[src/rtl/remainder.sv]
// ---------------------------------------------------------------------------
// remainder
//   Remainder/quotient register and iteration sequencer for a 32-bit
//   sequential restoring divider. Holds the 64-bit working register R, feeds
//   its upper half to the external subtractor and, on each iteration, either
//   keeps Hi (negative difference) or takes the difference, shifting one
//   quotient bit in at the bottom.
//
// Ports
//   clk            in   1   system clock, rising edge
//   rst            in   1   asynchronous active-low reset
//   run            in   1   start / advance enable
//   Dividend       in  32   unsigned dividend, sampled on the load edge
//   ALU_result     in  33   {1'b0,Hi} - {1'b0,divisor}; bit 32 set = negative
//   Hi             out 32   R[63:32], operand to the subtractor
//   Remainder_out  out 32   {1'b0, R[63:33]}
//   Quotient_out   out 32   R[31:0]
//   counting       out  1   high while iterating (CALC)
// ---------------------------------------------------------------------------
module remainder (
  input  logic        clk,
  input  logic        rst,
  input  logic        run,
  input  logic [31:0] Dividend,
  input  logic [32:0] ALU_result,
  output logic [31:0] Hi,
  output logic [31:0] Remainder_out,
  output logic [31:0] Quotient_out,
  output logic        counting
);

  typedef enum logic [1:0] {
    IDLE = 2'd0,
    CALC = 2'd1,
    DONE = 2'd2
  } state_t;

  state_t      state_q;
  logic [63:0] r_q;
  logic [63:0] r_d;
  logic [5:0]  cnt_q;

  // One restoring-division step. The ALU bit 31 is dropped on purpose: after
  // the shift only 31 bits of the difference fit above the old low word, which
  // is exact for every divisor up to 2^31.
  always_comb begin
    r_d = {r_q[62:0], 1'b0};
    if (!ALU_result[32]) begin
      r_d = {ALU_result[30:0], r_q[31:0], 1'b1};
    end
  end

  always_ff @(posedge clk or negedge rst) begin
    if (!rst) begin
      state_q <= IDLE;
      r_q     <= '0;
      cnt_q   <= '0;
    end else begin
      case (state_q)
        IDLE: begin
          if (run) begin
            // Load already includes the first left shift.
            r_q     <= {31'b0, Dividend, 1'b0};
            cnt_q   <= '0;
            state_q <= CALC;
          end
        end
        CALC: begin
          if (run) begin
            r_q   <= r_d;
            cnt_q <= cnt_q + 6'd1;
            if (cnt_q == 6'd31) begin
              state_q <= DONE;
            end
          end
        end
        DONE: begin
          // Result stays in R; a new division needs run to drop first.
          if (!run) begin
            state_q <= IDLE;
          end
        end
        default: state_q <= IDLE;
      endcase
    end
  end

  assign Hi            = r_q[63:32];
  assign Remainder_out = {1'b0, r_q[63:33]};
  assign Quotient_out  = r_q[31:0];
  assign counting      = (state_q == CALC);

endmodule

[config.mk]
export PLATFORM = sky130hd
export DESIGN_NAME = remainder
export DESIGN_NICKNAME = d
export VERILOG_FILES = /design/src/rtl/remainder.sv
export SDC_FILE = /design/constraint.sdc
export NUM_CORES = 1
export LEC_CHECK = 0
export CORE_MARGIN = 10
export CORE_UTILIZATION = 38
export CTS_BUF_LIST = sky130_fd_sc_hd__clkbuf_16
export DETAILED_ROUTE_END_ITERATION = 16
export PLACE_DENSITY_LB_ADDON = 0.25
export SYNTH_ARGS = -nofsm -noshare
export SYNTH_HDL_FRONTEND = slang
export SYNTH_SLANG_ARGS = --single-unit
[constraint.sdc]
create_clock -name clk -period 1.4 [get_ports clk]
set_input_delay 0.28 -clock clk [delete_from_list [all_inputs] [get_ports clk]]
set_output_delay 0.28 -clock clk [all_outputs]
set_load 0.01 [all_outputs]
==> results.toml <==
[critical_path]
reg2regPathDepth = 4
worstSetupEndpointType = "flip-flop"
start_kind = "flip-flop"
cp.arrival_ps = 1620
ff2ff_setup_slack_ps = 30
critPathKind = "flip-flop to flip-flop"
cp_max_fo = 5
worstPathRequired_ps = 1650
rr_startpoint = "state_q[1]"
r2r-end = "cnt_q[4]"

[logic_synthesis]
synth-seq-cells = 72
ys_seq_area_share_pct = 50.2
yosysWarnings = 0
synth-async-reset-ratio_pct = 100
synthCells = 353
avgSynthCellArea_um2 = 10.2
syn_nets = 422
synth_cell_types = 27
synth_ff_type = "dfrtp_1"
synthesis.area_mm2 = 0.00359
synth-edff-count = 0

[cts]
htreeDepth = 3
cts_tree = "yes"
cts_buffer_depth = 2
clk_latency_ps = 310
clk_pin_slew_ps = 60
root_buffer = "clkbuf_16"
cts-buffers-inserted = 9
cts_sinks = 72

[place]
gp_congestion = 0.784
hpwl_um = 7870
dp_cells = 594
place_ws_ps = -179
io_buffer_count = 162

[sta]
fmax_ghz = 0.732
setup_ws_ps = 34.8
period_needed_ps = 1370
period_share_pct = 97.5
maxSlewViolCount = 0
finalHoldViolations = 0
hold_slack_ps = 412
rsz0062_at_grt = "true"
skew_ps = 4.23
setup-violations-final = 0

[die]
coreArea_mm2 = 0.00920
row_count = 35
initial_core_util_pct = 39.0
dieHeight_um = 117
die_w_um = 117
dieArea_mm2 = 0.0137
io_pins = 165

[final_layout]
diodes = 0
final_common_cell = "dlygate4sd2_1"
drive_above_1_share_pct = 10.1
fin_nets = 568
final_cell_mix = "dlygate4sd2_1, dfrtp_1, nand2_1, clkdlybuf4s50_1, mux2i_1"
n_fill_cell = 854
fin_cells = 614
area_growth_pct = 51.8

[pwr]
total_power_uw = 8540
ir_worst_vdd_v = 0.000757
p_per_area_mw_per_mm2 = 1570
leakage_uw = 0.00287

[global_route]
grt_max_degree = 33
grtUsageTotal_pct = 14.7
grt_pass1_vias = 3096
grt_pass1_wl_um = 16100
grt_overflow = 0
antenna_found_initial = 0

[detailed_routing]
via_per_inst = 4.83
route.detailed.drc = 0
ant_nets = 0
first_pass_iters = 4
drt-initial-drc-count = 153
post_drt_wl_per_cell_um = 16.6
vias = 2964
routed_wl_um = 10200

[min_path]
hold_path_class = "input pin to async pin"

[outcome]
status = "finished clean"

[flow_run]
max-cap-violations = 0
[cell usage after synthesis, types with 2 or more instances]
| master | count | area, um^2 |
|---|---|---|
| buf_6 | 3 | 33.8 |
| o21ai_0 | 65 | 325 |
| nor2b_1 | 2 | 12.5 |
| clkbuf_1 | 7 | 26.3 |
| nor2_1 | 2 | 7.51 |
| nand3_1 | 7 | 35.0 |
| buf_4 | 33 | 248 |
| buf_2 | 12 | 60.1 |
| mux2i_1 | 64 | 641 |
| or4b_1 | 2 | 20.0 |
| dfrtp_1 | 72 | 1800 |
| nand2_1 | 69 | 259 |
[layer usage]
| metal | up-vias | track usage (%) | wire, um | share of wire [%] |
|---|---|---|---|---|
| met5 | - | 0 | 0 | 0 |
| met4 | 0 | 2.97 | 21 | 0.21 |
| met3 | 2 | 7.03 | 1240 | 12 |
| met2 | 119 | 22.7 | 4420 | 43 |
| met1 | 1373 | 18.3 | 4510 | 44 |
| li1 | 1470 | - | - | - |
[critical path: stages, from the launching register on]
cell and delay [ps]:
dfrtp_1 400, buf_4 150, nand2b_4 150, or4b_4 510, nand3_2 80
[logic make-up after synthesis]
family,count (synthesis),share of synthesized area [%]
simple gates,89,10.7
flops,72,50.2
compound gates,70,10.3
mux,64,17.9
buf+inv,56,10.4
fa+ha+maj,1,0.349
other cells,1,0.105
[worst max path at each step]
| stage | start | endpoint | slack (ps) |
|---|---|---|---|
| after global routing | state_q[1] | cnt_q[4] | -1 |
| after detailed placement | run | r_q[56] | -180 |
| final | state_q[1] | cnt_q[4] | 30 |
| after global placement | run | cnt_q[3] | -150 |
| after floorplan | cnt_q[0] | cnt_q[4] | 110 |
| after CTS | state_q[1] | counting | -80 |
[sequential cells by signal (all words and copies together) (netlist names)]
signal,flops
r_q,64
cnt_q,6
state_q,2
[power breakdown]
part           switching (uW)  internal (uW)  leakage, uW
registers                 581           2740     0.000908
logic                    1530           1700      0.00183
clock network             825           1170     0.000136
total                    2930           5600      0.00287
[area by class of cell]
type	count	area, um^2	area share, %
repair buffers	190	1800	33.1
multi-input cells	225	1440	26.5
clock buffers	9	225	4.14
flip-flops and latches	72	1800	33.1
well taps	111	139	2.55
inverters	1	3.75	0.0689
clock inverters	6	28.8	0.529
[stage by stage]
step / cell area [um^2] / setup TNS [ps] / util (%)
detailed placement: 5240 / -8200 / 57.0
CTS: 5390 / -625 / 58.6
global route: 5440 / -2.43 / 59.2
finish: 5440 / 0 / 59.2
floorplan: 3590 / 0 / -
global placement: 5240 / -5630 / 57.0
[repair_timing]
item | in CTS | in global routing
endpoints found under the setup margin | 135 | 63
hold endpoints to repair | 19 | 0
resized for setup | 97 | 16
setup buffers | 0 | 4
gates cloned | 0 | 0
hold buffers | 1 | 0
Note: power is estimated with default switching activity, not from simulation.
